File: config.mk
export PLATFORM = sky130hd
export DESIGN_NAME = keccak_round_sequencer
export DESIGN_NICKNAME = d
export VERILOG_FILES = /design/src/rtl/keccak_pkg.sv /design/src/rtl/keccak_round_sequencer_step_watchdog.sv /design/src/rtl/keccak_round_sequencer.sv
export SDC_FILE = /design/constraint.sdc
export NUM_CORES = 1
export LEC_CHECK = 0
export ABC_AREA = 1
export CORE_ASPECT_RATIO = 1.5
export CORE_MARGIN = 10
export CORE_UTILIZATION = 45
export DETAILED_ROUTE_END_ITERATION = 12
export PLACE_DENSITY = 0.66
export SYNTH_ARGS = -nofsm -noshare
export SYNTH_HDL_FRONTEND = slang
export SYNTH_HIERARCHICAL = 1
export SYNTH_SLANG_ARGS = --single-unit
File: constraint.sdc
create_clock -name clk -period 2.25 [get_ports clk]
set_clock_uncertainty 0.05 [all_clocks]
set_input_delay 0.675 -clock clk [delete_from_list [all_inputs] [get_ports clk]]
set_output_delay 0.675 -clock clk [all_outputs]
set_load 0.02 [all_outputs]
File: src/rtl/keccak_pkg.sv
// Shared encodings and constants for the Keccak-f[1600] round sequencer.
package keccak_pkg;

  typedef logic [2:0] fsm_state_t;
  localparam fsm_state_t ST_IDLE    = 3'd0;
  localparam fsm_state_t ST_LAUNCH  = 3'd1;
  localparam fsm_state_t ST_WAIT    = 3'd2;
  localparam fsm_state_t ST_ADVANCE = 3'd3;
  localparam fsm_state_t ST_DONE    = 3'd4;
  localparam fsm_state_t ST_ERROR   = 3'd5;

  typedef logic [2:0] step_id_t;
  localparam step_id_t STEP_THETA = 3'd0;
  localparam step_id_t STEP_RHO   = 3'd1;
  localparam step_id_t STEP_PI    = 3'd2;
  localparam step_id_t STEP_CHI   = 3'd3;
  localparam step_id_t STEP_IOTA  = 3'd4;

  localparam int unsigned NUM_STEPS          = 5;
  localparam int unsigned DEFAULT_NUM_ROUNDS = 24;
  localparam int unsigned STATE_LINES        = 64;
  localparam int unsigned WDOG_W             = 16;

  // Launch vector for a step; unknown IDs launch nothing.
  function automatic logic [4:0] step_onehot(input step_id_t id);
    logic [4:0] vec;
    case (id)
      STEP_THETA: vec = 5'b00001;
      STEP_RHO:   vec = 5'b00010;
      STEP_PI:    vec = 5'b00100;
      STEP_CHI:   vec = 5'b01000;
      STEP_IOTA:  vec = 5'b10000;
      default:    vec = 5'b00000;
    endcase
    return vec;
  endfunction

endpackage

File: src/rtl/keccak_round_sequencer_step_watchdog.sv
// Saturating per-step cycle counter; expired flags that a step has waited TIMEOUT cycles.
module step_watchdog
  import keccak_pkg::*;
#(
  parameter int unsigned TIMEOUT = 1023
) (
  input  logic clk,
  input  logic rst,
  input  logic clr,
  input  logic en,
  output logic expired
);

  localparam logic [WDOG_W-1:0] LIMIT   = WDOG_W'(TIMEOUT);
  localparam logic [WDOG_W-1:0] CNT_MAX = {WDOG_W{1'b1}};

  logic [WDOG_W-1:0] cnt_q;
  logic [WDOG_W-1:0] cnt_d;

  // Clear has priority; counting stops at all-ones instead of wrapping.
  always_comb begin
    cnt_d = cnt_q;
    if (clr) begin
      cnt_d = '0;
    end else if (en && (cnt_q != CNT_MAX)) begin
      cnt_d = cnt_q + 16'd1;
    end else begin
      cnt_d = cnt_q;
    end
  end

  always_ff @(posedge clk) begin
    if (rst) begin
      cnt_q <= '0;
    end else begin
      cnt_q <= cnt_d;
    end
  end

  assign expired = (cnt_q == LIMIT);

endmodule

File: src/rtl/keccak_round_sequencer.sv
// Steps theta..iota once per round through a start/done handshake, driving the
// round index and the ping-pong buffer select; a watchdog traps hung step units.
module keccak_round_sequencer
  import keccak_pkg::*;
#(
  parameter int unsigned NUM_ROUNDS = DEFAULT_NUM_ROUNDS,
  parameter int unsigned TIMEOUT    = 1023
) (
  input  logic       clk,
  input  logic       rst,
  input  logic       start,
  input  logic       step_done,
  output logic [4:0] step_start,
  output logic [2:0] step_sel,
  output logic [4:0] round_index,
  output logic       buf_sel,
  output logic       busy,
  output logic       done,
  output logic       error
);

  localparam logic [4:0] LAST_ROUND = 5'(NUM_ROUNDS - 1);

  fsm_state_t state_q, state_d;
  step_id_t   step_sel_q, step_sel_d;
  logic [4:0] round_q, round_d;
  logic       buf_sel_q, buf_sel_d;
  logic [4:0] step_start_q, step_start_d;
  logic       busy_q, busy_d;
  logic       done_q, done_d;
  logic       error_q, error_d;
  logic       wd_clr, wd_en, wd_expired;

  step_watchdog #(.TIMEOUT(TIMEOUT)) u_watchdog (
    .clk     (clk),
    .rst     (rst),
    .clr     (wd_clr),
    .en      (wd_en),
    .expired (wd_expired)
  );

  // Next-state and counter updates.
  always_comb begin
    state_d    = state_q;
    step_sel_d = step_sel_q;
    round_d    = round_q;
    buf_sel_d  = buf_sel_q;
    wd_clr     = 1'b0;
    wd_en      = 1'b0;
    case (state_q)
      ST_IDLE, ST_ERROR: begin
        if (start) begin
          state_d    = ST_LAUNCH;
          step_sel_d = STEP_THETA;
          round_d    = 5'd0;
          buf_sel_d  = 1'b0;
        end else begin
          state_d = state_q;
        end
      end
      ST_LAUNCH: begin
        wd_clr  = 1'b1;
        state_d = ST_WAIT;
      end
      ST_WAIT: begin
        // A done arriving on the expiry cycle still counts as success.
        if (step_done) begin
          state_d = ST_ADVANCE;
        end else if (wd_expired) begin
          state_d = ST_ERROR;
        end else begin
          wd_en = 1'b1;
        end
      end
      ST_ADVANCE: begin
        buf_sel_d = ~buf_sel_q;
        if (step_sel_q < STEP_IOTA) begin
          step_sel_d = step_sel_q + 3'd1;
          state_d    = ST_LAUNCH;
        end else if (round_q < LAST_ROUND) begin
          step_sel_d = STEP_THETA;
          round_d    = round_q + 5'd1;
          state_d    = ST_LAUNCH;
        end else begin
          state_d = ST_DONE;
        end
      end
      ST_DONE: begin
        state_d = ST_IDLE;
      end
      default: begin
        state_d = ST_IDLE;
      end
    endcase
  end

  // Outputs are decoded from the next state so they line up with the registered state.
  always_comb begin
    step_start_d = 5'b00000;
    if (state_d == ST_LAUNCH) begin
      step_start_d = step_onehot(step_sel_d);
    end else begin
      step_start_d = 5'b00000;
    end
    busy_d  = (state_d == ST_LAUNCH) || (state_d == ST_WAIT) || (state_d == ST_ADVANCE);
    done_d  = (state_d == ST_DONE);
    error_d = (state_d == ST_ERROR);
  end

  always_ff @(posedge clk) begin
    if (rst) begin
      state_q      <= ST_IDLE;
      step_sel_q   <= STEP_THETA;
      round_q      <= 5'd0;
      buf_sel_q    <= 1'b0;
      step_start_q <= 5'b00000;
      busy_q       <= 1'b0;
      done_q       <= 1'b0;
      error_q      <= 1'b0;
    end else begin
      state_q      <= state_d;
      step_sel_q   <= step_sel_d;
      round_q      <= round_d;
      buf_sel_q    <= buf_sel_d;
      step_start_q <= step_start_d;
      busy_q       <= busy_d;
      done_q       <= done_d;
      error_q      <= error_d;
    end
  end

  assign step_start  = step_start_q;
  assign step_sel    = step_sel_q;
  assign round_index = round_q;
  assign buf_sel     = buf_sel_q;
  assign busy        = busy_q;
  assign done        = done_q;
  assign error       = error_q;

endmodule

After elaboration in Yosys (flattened, before gate mapping)
Index checks and enable logic that the tools add are counted.
{"block": "classes", "n_mux": 21, "multipliers": 0, "eq_ne": 18, "n_addsub": 3, "n_div": 0, "shift": 0, "bitwise": 2, "n_reduce_logical": 11, "n_lt_le_gt_ge": 2}
{"operator": "$pmux W5 S5", "count": 1}
{"operator": "$mux W3", "count": 8}
{"operator": "$eq A3 B2 Y1 const B", "count": 6}
{"operator": "$add A16 B1 Y16 const B", "count": 1}
{"operator": "$eq A16 B10 Y1 const B", "count": 1}
{"operator": "$ne A16 B16 Y1 const B", "count": 1}
{"operator": "$mux W5", "count": 3}
{"operator": "$eq A3 B3 Y1 const B", "count": 4}
{"operator": "$pmux W3 S4", "count": 1}
{"operator": "$pmux W5 S2", "count": 1}
{"operator": "$eq A3 B1 Y1 const B", "count": 3}
{"operator": "$logic_not A3 Y1", "count": 2}
{"operator": "$ne A2 B2 Y1 const B", "count": 3}
{"operator": "$pmux W3 S2", "count": 1}
{"operator": "$reduce_or A2 Y1", "count": 3}
{"operator": "$add A5 B1 Y5 const B", "count": 1}
{"operator": "$lt A5 B5 Y1 const B", "count": 1}
{"operator": "$mux W1", "count": 5}
{"operator": "$reduce_and A4 Y1", "count": 1}
{"operator": "$add A3 B1 Y3 const B", "count": 1}
{"operator": "$lt A3 B3 Y1 const B", "count": 1}
{"operator": "$logic_or A1 B1 Y1", "count": 2}
{"operator": "$not A1 Y1", "count": 2}
{"operator": "$pmux W1 S2", "count": 1}
{"operator": "other kinds (3)", "count": 3}
{"block": "word_totals", "mem_count": 0, "input_bits": 4, "regBits": 36, "rom_bits": 0, "ram_bits": 0, "latch_bits": 0, "wordCells": 66}

Depth between registers and ports, before layout
{"block": "logic_depth", "depth_word": 7, "depth_mapped": 13}

By module
Netlist, hierarchy kept.
{"mod": "step_watchdog", "area_each_um2": 982.2, "cells_per_inst": 160, "seq_area_each_um2": 320.3, "instances": 1}
{"mod": "keccak_round_sequencer", "area_each_um2": 904.6, "cells_per_inst": 118, "seq_area_each_um2": 400.4, "instances": 1}

Worst setup path after synthesis
Ideal clock, no wire load.
{"block": "synth_timing", "path_type": "register to register", "start": "register u_watchdog.cnt_q[0]", "end": "register u_watchdog.cnt_q[5]", "path_stages_with_launch": 13, "slack_ns": 0.405, "required_ns": 2.085, "t_arrival_ns": 1.680, "cell_sequence": "dfxtp_1 > ha_1 > nand2_1 > nor2_4 > nand4_1 > nor2_1 > nor3b_1 > buf_2 > inv_1 > nor3b_1 > nand3_1 > nand2_1 > nor2_1"}
{"block": "synth_between", "elab_chain_len": 5, "word_cells_on_any_way": 7, "classes_between": "1 x add/sub; 2 x eq/ne; 3 x mux; 1 x reduce/logical"}
{"item": "start, declared", "line_no": "keccak_round_sequencer_step_watchdog.sv:17", "rtl": "logic [WDOG_W-1:0] cnt_q;"}
{"item": "start signal, assigned", "line_no": "keccak_round_sequencer_step_watchdog.sv:36", "rtl": "cnt_q <= cnt_d;"}
{"item": "$eq A16 B10 Y1", "line_no": "keccak_round_sequencer_step_watchdog.sv:40", "rtl": "assign expired = (cnt_q == LIMIT);"}
{"item": "net wd_expired", "line_no": "keccak_round_sequencer.sv:32", "rtl": "logic wd_clr, wd_en, wd_expired;"}
{"item": "$mux W1", "line_no": "keccak_round_sequencer.sv:69", "rtl": "end else if (wd_expired) begin"}
{"item": "$mux W1", "line_no": "keccak_round_sequencer.sv:67", "rtl": "if (step_done) begin"}
{"item": "$mux W1", "line_no": "keccak_round_sequencer.sv:50", "rtl": "case (state_q)"}
{"item": "net wd_en", "line_no": "keccak_round_sequencer.sv:32"}
{"item": "$logic_and A1 B1 Y1", "line_no": "keccak_round_sequencer_step_watchdog.sv:25", "rtl": "end else if (en && (cnt_q != CNT_MAX)) begin"}
The timed path passes the listed nets, and every way through them passes these cells.
A chain may end at the register's enable or synchronous reset.

Worst setup path after layout
{"block": "layout_timing", "start": "register step_sel_q[2], in the netlist step_sel[2]", "end": "output step_sel[2]"}
{"item": "start, declared", "line_no": "keccak_round_sequencer.sv:25", "rtl": "step_id_t step_sel_q, step_sel_d;"}
{"item": "start signal, assigned", "line_no": "keccak_round_sequencer.sv:122", "rtl": "step_sel_q <= step_sel_d;"}
{"item": "end, declared", "line_no": "keccak_round_sequencer.sv:14", "rtl": "output logic [2:0] step_sel,"}
No word-level cell between the ends.

==> impl_metrics.json <==
{
  "path_clk_slew_ns": 0.08,
  "start_util_pct": 47.2,
  "worst_pin_slew_ns": 0.368,
  "cp_slowest_stage_delay_ns": 0.66,
  "viasPerCell": 4.96,
  "ioPinCount": 21,
  "grt_pass1_wl_um": 7280,
  "antenna_found_initial": 0,
  "dieArea_um2": 7240,
  "status": "complete, no violations",
  "grt_overflow": 0,
  "stdcell_count": 351,
  "synth.area.top_cells": "dfxtp_1 38%, nand2_1 13%, nor2_1 11%",
  "drt_iter0_markers": 88,
  "wirelength_um": 3980,
  "multi_input_area_um2": 1020,
  "ys_ff_latch": 36,
  "ctsHoldBuffers": 0,
  "synth_fa_ha_area_share_pct": 1.99,
  "clkLatencyLatePin_ns": 0.29,
  "coreArea_um2": 3990,
  "yosysTopAreaCellShare_pct": 38.2,
  "min_period_ns": 2.13,
  "cts_buffer_depth": 2,
  "max_freq_mhz": 468,
  "clkSinkCount": 36,
  "place.gp.congestion": 0.824,
  "dp_cells": 343,
  "p_leak_nw": 0.937,
  "die_w_um": 72.9,
  "synth_xor_area_share_pct": 1.39,
  "synth_cell_types": 29,
  "drc": 0,
  "synth_mux_area_share_pct": 0,
  "ant_nets": 0,
  "startpoint_type": "flop",
  "syn_nets": 285,
  "synth_top_family_by_area": "simple AND/OR/NAND/NOR gates",
  "vias": 1740,
  "hold_viol": 0,
  "powerDensity_nw_per_um2": 661,
  "syn_inst": 278,
  "critical_path_arrival_ns": 1.41,
  "grt_start_max_net_pins": 18,
  "worstPathCellList": "clkdlybuf4s50_1",
  "wl_per_cell_um": 11.3,
  "synth_edf_count": 0,
  "final_util_pct": 56.7,
  "synth-main-ff-cell": "dfxtp_1",
  "ys_seq_area_share_pct": 38.2,
  "grt_usage_pct": 12.3,
  "peakVddDrop_mv": 0.574,
  "synth_warnings": 6,
  "synth_top_area_cell": "dfxtp_1",
  "cts_buffers": 5,
  "fin_crit_sh_pct": 94.9,
  "relSlewSlack_pct": 75.3,
  "crit_family": "buffers and inverters",
  "synth_most_common_cell": "nand2_1",
  "seq_area_um2": 721,
  "path_max_fanout": 6,
  "path_class": "flop to primary output",
  "end_kind": "primary output",
  "num-nets-final": 312,
  "nFillCells": 419,
  "dpl.hpwl_um": 3070,
  "drive_gt1_share_pct": 11.8,
  "io_buffers": 20,
  "setup_viol": 0,
  "slowest_stage": "clkdlybuf4s50_1",
  "synth-simple-area-share_pct": 42.8,
  "cts_setup_buffers": 0,
  "worstPathBufferInverterCount": 1,
  "drv_cap": 0,
  "tns_ns": 0,
  "clockRootBuffer": "clkbuf_8",
  "area_growth_pct": 20.1,
  "row_count": 28,
  "synth-compound-area-share_pct": 7.96,
  "htree_levels": 2,
  "ctsResizeCount": 0,
  "rsz0062_at_grt": "false",
  "syn_avg_cell_area_um2": 6.79,
  "grt_pass1_vias": 1696,
  "critPathRequiredTime_ns": 1.52,
  "cts_tree": "built",
  "async_flop_share_pct": 0,
  "die_y_um": 99.3,
  "drt_pass1_iterations": 4,
  "ys_top_cells_by_count": "63 x nand2_1, 57 x nor2_1, 36 x dfxtp_1",
  "drv_slew": 0,
  "antenna-diode-count": 0,
  "synth_area_um2": 1890,
  "hp-class": "flop to flop"
}
[final cells by class]
cell class | instances | area share [%]
clock inverter | 3 | 2.04
tap | 45 | 2.48
inverter | 32 | 5.30
clock buffer | 5 | 3.04
multi-input combinational | 206 | 45.2
sequential | 36 | 31.8
timing repair buffer | 24 | 10.2
[state kept, by name (all words and copies together), names as in the netlist]
register	flops
busy	1
error	1
step_start	5
step_sel	3
state_q	3
done	1
round_index	5
buf_sel	1
u_watchdog/cnt_q	16
[routing by layer]
metal  GRT usage (%)  routed length, um
met5               0                  0
met4            5.28                 36
met3            4.58                203
met2            22.2               2180
met1            12.1               1560
[worst paths after layout]
| path | start | endpoint | slack (ns) | cells after the start |
|---|---|---|---|---|
| setup / recovery | step_sel[2] | step_sel[2] | 0.12 | 1 |
| hold / removal | u_watchdog/cnt_q[8] | u_watchdog/cnt_q[8] | 0.46 | 2 |
| hold reg to reg | u_watchdog/cnt_q[8] | u_watchdog/cnt_q[8] | 0.46 | 2 |
| setup reg to reg | u_watchdog/cnt_q[0] | u_watchdog/cnt_q[5] | 0.26 | 12 |
[power breakdown]
group	internal [W]	total, W	switching, W
clock network	0.000334	0.000584	0.000250
logic	0.0000906	0.000234	0.000143
registers	0.000660	0.000680	0.0000201
total	0.00108	0.00150	0.000413
[cell families after synthesis]
group                    count (synthesis)
AO/OA/AOI/OAI                           28
XOR/XNOR                                 3
adder cells (fa/ha/maj)                  3
buffers and inverters                   36
flip-flops                              36
AND/OR/NAND/NOR                        172
[cell usage in the layout, fill, tap and decap left out]
cell,count
a21oi_1,15
a31oi_1,2
buf_4,4
bufinv_16,1
clkbuf_8,5
clkdlybuf4s50_1,20
clkinvlp_4,1
dfxtp_1,36
ha_1,3
inv_1,28
inv_2,4
inv_6,1
nand2_1,63
nand2_2,6
nand2_4,1
nand3_1,23
nand3_2,3
nand4_1,4
nand4_2,1
nand4_4,1
nor2_1,56
nor2_2,3
nor2_4,4
nor3_1,3
nor3_2,1
nor3b_1,2
o211a_1,1
o21ai_0,9
o21bai_1,1
or2_1,1
xnor2_1,1
xor2_1,2
[stage by stage]
step,hold slack (ns),total power (W),cell area [um^2],worst slack (ns)
6_report,0.458,0.00150,2270,0.115
5_1_grt,0.493,0.00159,2270,0.0311
2_1_floorplan,0.420,0.000854,1890,0.405
3_5_place_dp,0.446,0.000933,2150,0.0703
4_1_cts,0.459,0.00152,2260,0.107
3_3_place_gp,0.444,0.000930,2150,0.0659
Note: power is estimated with default switching activity, not from simulation.
